`src/rtl/binary_ops_arbiter.sv`:
```
// binary_ops_arbiter: round-robin shared AND/OR/XOR/XNOR unit with tagged registered response.
// Optional op_count statistics port enabled by BINARY_OPS_ARBITER_STATS_EN.
module binary_ops_arbiter #(
  parameter int NUM_REQ = 4,
  parameter int WIDTH = 8,
  localparam int ID_W = (NUM_REQ > 2) ? $clog2(NUM_REQ) : 1
) (
  input  logic                     clk,
  input  logic                     rst_n,
`ifdef BINARY_OPS_ARBITER_STATS_EN
  output logic [15:0]              op_count,
`endif
  input  logic [NUM_REQ-1:0]       req_valid,
  output logic [NUM_REQ-1:0]       req_ready,
  input  logic [2*NUM_REQ-1:0]     req_op,
  input  logic [WIDTH*NUM_REQ-1:0] req_a,
  input  logic [WIDTH*NUM_REQ-1:0] req_b,
  output logic                     resp_valid,
  input  logic                     resp_ready,
  output logic [WIDTH-1:0]         resp_data,
  output logic [ID_W-1:0]          resp_id
);
  typedef enum logic {IDLE, HOLD} state_t;
  state_t state;
  logic [ID_W-1:0] rr_ptr, g;
  logic found, can_accept, grant;
  logic [1:0] op;
  logic [WIDTH-1:0] a, b, res;
  always_comb begin
    g = '0;
    found = 1'b0;
    for (int k = NUM_REQ - 1; k >= 0; k--) begin
      if (req_valid[(int'(rr_ptr) + k) % NUM_REQ]) begin
        g = ID_W'((int'(rr_ptr) + k) % NUM_REQ);
        found = 1'b1;
      end
    end
  end
  assign can_accept = (state == IDLE) || (resp_ready && resp_valid);
  assign grant = can_accept && found;
  // req_ready must read zero while reset is held even though state already says IDLE
  always_comb begin
    req_ready = '0;
    if (rst_n && grant) req_ready[g] = 1'b1;
  end
  assign op = req_op[2*g +: 2];
  assign a = req_a[WIDTH*g +: WIDTH];
  assign b = req_b[WIDTH*g +: WIDTH];
  assign res = (op == 2'b00) ? (a & b) :
               (op == 2'b01) ? (a | b) :
               (op == 2'b10) ? (a ^ b) : ~(a ^ b);
  always_ff @(posedge clk or negedge rst_n) begin
    if (!rst_n) begin
      state <= IDLE;
      resp_valid <= 1'b0;
      resp_data <= '0;
      resp_id <= '0;
      rr_ptr <= '0;
    end else if (grant) begin
      state <= HOLD;
      resp_valid <= 1'b1;
      resp_data <= res;
      resp_id <= g;
      rr_ptr <= (g == ID_W'(NUM_REQ - 1)) ? '0 : g + ID_W'(1);
    end else if (state == HOLD && resp_ready) begin
      state <= IDLE;
      resp_valid <= 1'b0;
    end
  end
`ifdef BINARY_OPS_ARBITER_STATS_EN
  always_ff @(posedge clk or negedge rst_n) begin
    if (!rst_n) op_count <= '0;
    else if (resp_valid && resp_ready && op_count != 16'hFFFF) op_count <= op_count + 16'd1;
  end
`endif
endmodule

```
`config.mk`:
```
export PLATFORM = sky130hd
export DESIGN_NAME = binary_ops_arbiter
export DESIGN_NICKNAME = d
export VERILOG_FILES = /design/src/rtl/binary_ops_arbiter.sv
export SDC_FILE = /design/constraint.sdc
export NUM_CORES = 1
export LEC_CHECK = 0
export CORE_ASPECT_RATIO = 0.8
export CORE_MARGIN = 2
export CORE_UTILIZATION = 31
export DETAILED_ROUTE_END_ITERATION = 7
export PLACE_DENSITY = 0.68
export SLEW_MARGIN = 20
export SYNTH_ARGS = -nofsm -noshare
export SYNTH_HDL_FRONTEND = slang
export SYNTH_SLANG_ARGS = --single-unit
```
`constraint.sdc`:
```
create_clock -name clk -period 3.15 [get_ports clk]
set_input_delay 0.63 -clock clk [delete_from_list [all_inputs] [get_ports clk]]
set_output_delay 0.63 -clock clk [all_outputs]
set_load 0.03 [all_outputs]
```
==> flow_summary.html <==
<table>
<tr><th>Metric</th><th>Value</th></tr>
<tr><th colspan="2">Clocking</th></tr>
<tr><td>Post-cts hold buffer count</td><td>0</td></tr>
<tr><td>CTS tree</td><td>yes</td></tr>
<tr><td>Clock network latency to the later pin of the worst-skew pair</td><td>0.24 ns</td></tr>
<tr><td>Depth of the CTS H-tree</td><td>1</td></tr>
<tr><td>Root buffer selected by CTS</td><td>clkbuf_8</td></tr>
<tr><td>Worst-case clock buffer depth</td><td>2</td></tr>
<tr><td>Number of buffers inserted by post-CTS setup repair</td><td>0</td></tr>
<tr><td>Num Clock Sinks</td><td>13</td></tr>
<tr><td>Number of CTS-inserted buffers</td><td>3</td></tr>
<tr><td>Clock transition at the registers of the reported paths</td><td>0.06 ns</td></tr>
<tr><th colspan="2">Run status</th></tr>
<tr><td>Outcome</td><td>completed</td></tr>
<tr><th colspan="2">Floorplanning</th></tr>
<tr><td>DIE HEIGHT</td><td>72.8 um</td></tr>
<tr><td># rows</td><td>25</td></tr>
<tr><td>Area inside the core boundary</td><td>0.00582 mm^2</td></tr>
<tr><td>Area enclosed by the die boundary</td><td>0.00655 mm^2</td></tr>
<tr><td>Number of I/O pins</td><td>94</td></tr>
<tr><td>Starting density of the core</td><td>0.315</td></tr>
<tr><td>Overall die width</td><td>90 um</td></tr>
<tr><th colspan="2">Critical path</th></tr>
<tr><td>Crit path kind</td><td>input pin to output port</td></tr>
<tr><td>Required time of the worst setup path</td><td>2.52 ns</td></tr>
<tr><td>Worst setup path start</td><td>req_valid[0]</td></tr>
<tr><td>Origin of the critical flop-to-flop path</td><td>rr_ptr[0]</td></tr>
<tr><td>Critical Path Most Common Cell</td><td>buf_4</td></tr>
<tr><td>Delay of the slowest critical-path stage</td><td>0.41 ns</td></tr>
<tr><td>Worst Path Max Fanout</td><td>15</td></tr>
<tr><td>Cell Chain, Critical Path</td><td>clkdlybuf4s50_1, buf_4, a31oi_1, o211ai_2, buf_4, buf_6, ha_1, and3_1, buf_4</td></tr>
<tr><td>Critical path's slowest cell</td><td>clkdlybuf4s50_1</td></tr>
<tr><td>Category of cells accounting for the largest share of critical-path delay</td><td>buffers and inverters</td></tr>
<tr><td>Data arrival time at the worst-slack endpoint</td><td>2.37 ns</td></tr>
<tr><td>Buf/Inv on CP</td><td>5</td></tr>
<tr><td>Category of the worst setup path launch point</td><td>input pin</td></tr>
<tr><td>Category of the worst setup path capture point</td><td>output port</td></tr>
<tr><th colspan="2">Global route</th></tr>
<tr><td>Pin count of the biggest net entering global routing</td><td>21</td></tr>
<tr><td>First-pass GRT wire length</td><td>8890 um</td></tr>
<tr><td>Antenna violations before repair</td><td>0</td></tr>
<tr><td>Gr usage total</td><td>0.163</td></tr>
<tr><td>Via count of the first global-routing pass</td><td>1,977</td></tr>
<tr><td>Total congestion overflow after global routing</td><td>0</td></tr>
<tr><th colspan="2">Layout</th></tr>
<tr><td>Number of nets at the end of the flow</td><td>480</td></tr>
<tr><td>Antenna cells</td><td>0</td></tr>
<tr><td>Fill count</td><td>590</td></tr>
<tr><td>Share of final-layout standard cells stronger than drive strength 1</td><td>0.134</td></tr>
<tr><td>Final core utilization</td><td>0.530</td></tr>
<tr><td>Layout overhead on the synthesized area</td><td>68.1%</td></tr>
<tr><th colspan="2">Place</th></tr>
<tr><td>Placer's final routability congestion estimate</td><td>0.792</td></tr>
<tr><td>Number of buffers added on ports</td><td>93</td></tr>
<tr><td>Post-DP HPWL</td><td>4480 um</td></tr>
<tr><th colspan="2">Routing</th></tr>
<tr><td>Number of DRC violations after detailed routing</td><td>0</td></tr>
<tr><td>Initial DRC Count</td><td>74</td></tr>
<tr><td>Wire per inst</td><td>12.0 um</td></tr>
<tr><td>DRT Wirelength</td><td>5510 um</td></tr>
<tr><td>Remaining antenna violation count after routing</td><td>0</td></tr>
<tr><td>Count of TritonRoute iterations in the first routing pass</td><td>4</td></tr>
<tr><td>Number of vias per cell</td><td>4.59</td></tr>
<tr><td>Total via count after detailed routing</td><td>2,115</td></tr>
<tr><th colspan="2">Min path</th></tr>
<tr><td>Class of the tightest hold or removal check</td><td>flip-flop to flip-flop</td></tr>
<tr><td>Worst hold path startpoint</td><td>resp_id[0]</td></tr>
<tr><th colspan="2">STA</th></tr>
<tr><td>Final max-slew violation count</td><td>0</td></tr>
<tr><td>Period utilization</td><td>0.953</td></tr>
<tr><td>Setup repair after global routing missed its margin</td><td>no</td></tr>
<tr><td>Number of setup violations in the final report</td><td>0</td></tr>
<tr><td>Fmax</td><td>333 MHz</td></tr>
<tr><td>Worst Max-Slew Pin Slew</td><td>0.349 ns</td></tr>
<tr><td>Clock skew</td><td>0.00234 ns</td></tr>
<tr><td>Final hold violation count</td><td>0</td></tr>
<tr><td>Normalized max-slew margin</td><td>0.766</td></tr>
<tr><td>Hold_ws</td><td>0.478 ns</td></tr>
<tr><td>Shortest clock period the worst path allows after layout</td><td>3.00 ns</td></tr>
<tr><th colspan="2">Logic synthesis</th></tr>
<tr><td>Summed instance area of the synthesized netlist</td><td>0.00183 mm^2</td></tr>
<tr><td>Gate Count Post-Synth</td><td>271</td></tr>
<tr><td>Average size of a mapped cell</td><td>6.77 um^2</td></tr>
<tr><td>Portion of the post-synthesis area used by sequential elements</td><td>0.177</td></tr>
<tr><td>Post-synth cell types</td><td>38</td></tr>
<tr><td>Synthesized netlist net count</td><td>370</td></tr>
<tr><td>#FFs+latches synth</td><td>13</td></tr>
<tr><td>Total number of yosys warnings</td><td>0</td></tr>
<tr><th colspan="2">Power</th></tr>
<tr><td>VDD IR max</td><td>0.225 mV</td></tr>
<tr><td>Leakage power</td><td>1.49 nW</td></tr>
<tr><td>Power density over the cells</td><td>627 mW/mm^2</td></tr>
<tr><th colspan="2">Run</th></tr>
<tr><td>Max cap viols</td><td>0</td></tr>
</table>
## state kept, by name, indices dropped and copies added (netlist names)
| name | cells |
|---|---|
| state | 1 |
| resp_data | 8 |
| rr_ptr | 2 |
| resp_id | 2 |
## placed cells by master, fill, tap and decap left out, types with 2 or more instances in the layout
| cell type | Yosys | layout |
|---|---|---|
| and2_1 | 9 | 9 |
| nand2_1 | 87 | 87 |
| nor2_1 | 6 | 6 |
| inv_2 | 9 | 9 |
| nand3_1 | 32 | 32 |
| a21oi_1 | 4 | 3 |
| a21o_1 | 3 | 3 |
| dfrtp_1 | 13 | 13 |
| o221ai_1 | 6 | 6 |
| xnor2_1 | 6 | 6 |
| dlymetal6s2s_1 | 0 | 2 |
| mux2i_1 | 14 | 13 |
| nand2b_1 | 2 | 2 |
| inv_1 | 20 | 19 |
| clkbuf_8 | 0 | 3 |
| clkdlybuf4s50_1 | 0 | 87 |
| ha_1 | 20 | 20 |
| and3_1 | 4 | 4 |
| mux2i_2 | 2 | 3 |
| buf_4 | 0 | 24 |
| o21ai_1 | 2 | 3 |
| buf_6 | 1 | 4 |
## worst reg2reg max path, cell delays in order, from the launching register on
cell	delay (ns)
dfrtp_1	0.45
nor2b_1	0.18
a31oi_1	0.20
o211ai_2	0.14
buf_4	0.20
nand3_1	0.07
and2_1	0.15
inv_2	0.04
ha_1	0.31
or3_1	0.37
mux2i_1	0.13
nor3_1	0.06
a221o_1	0.25
## layout make-up
class	instances	area (um^2)	share of cell area
Multi-Input combinational cell	215	1350	0.438
Timing Repair Buffer	119	1150	0.373
Sequential cell	13	325	0.106
Inverter	29	111	0.0361
Tap cell	81	101	0.0329
Clock buffer	4	45.0	0.0146
## final timing paths
check                               end  slack (ns)  depth (start not counted)
max                        req_ready[0]        0.15                          9
min                          resp_id[0]        0.48                          2
max reg2reg                resp_data[2]        0.46                         12
min reg2reg                  resp_id[0]        0.48                          2
max in group asynchronous  resp_data[7]        2.24                          2
min in group asynchronous    resp_id[0]        0.74                          2
## synthesized netlist by cell type (all sizes together)
cell	count	area (um^2)
nand2	87	327
nand3	32	160
inv	29	109
ha	20	250
mux2i	17	190
dfrtp	13	325
and2	9	56.3
buf	7	37.5
clkbuf	7	26.3
nor2	7	33.8
o221ai	6	52.6
xnor2	6	52.6
a21oi	4	20.0
and3	4	25.0
o21ai	4	20.0
a21o	3	22.5
a211oi	2	20.0
nand2b	2	12.5
a211o	1	8.76
a21boi	1	7.51
a221o	1	10.0
a2bb2oi	1	8.76
a31oi	1	6.26
nor2b	1	6.26
nor3	1	5.00
nor3b	1	7.51
nor4	1	6.26
o211ai	1	12.5
o2bb2ai	1	8.76
or3	1	6.26
## repair_timing
action                     in CTS  in global routing
hold endpoints to repair        0                  0
cloned                          0                  0
setup endpoints to repair       1                  6
resized for setup               1                 12
pin swaps                       0                  2
## metrics by stage
step	setup slack, ns	std cells	TNS (ns)	power, mW	cell area [um^2]
6_report	0.147	461	0	1.93	3080
5_1_grt	0.0218	461	0	2.12	3080
4_1_cts	0.0292	461	0	1.92	3050
3_5_place_dp	-0.228	457	-0.592	1.76	3000
3_3_place_gp	-0.150	457	-0.326	1.73	3000
2_1_floorplan	0.00165	271	0	1.24	1830
## where the power goes
part | internal, mW | leakage, nW | switching [mW] | total (mW)
Sequential | 0.235 | 0.153 | 0.0532 | 0.289
Combinational | 0.711 | 1.32 | 0.784 | 1.50
Clock | 0.0892 | 0.0228 | 0.0590 | 0.148
## routing by layer
layer	global-route usage	up-vias	share of wire	wire, um
met5	0	-	0	0
met4	0.0256	0	0.0042	23
met3	0.0413	2	0.093	513
met2	0.285	70	0.44	2450
met1	0.211	936	0.46	2530
li1	-	1107	-	-
## logic make-up (layout without fill, tap and decap cells)
group,count (synthesis),after routing,share of synthesized area
DFF,13,13,0.177
AOI/OAI and AO/OA,26,26,0.108
and+or+nand+nor,146,146,0.352
muxes,17,17,0.104
adders and majority gates,20,20,0.136
xor gates and xnor gates,6,6,0.0286
buffers and inverters,43,152,0.0941
Note: power is estimated with default switching activity, not from simulation.
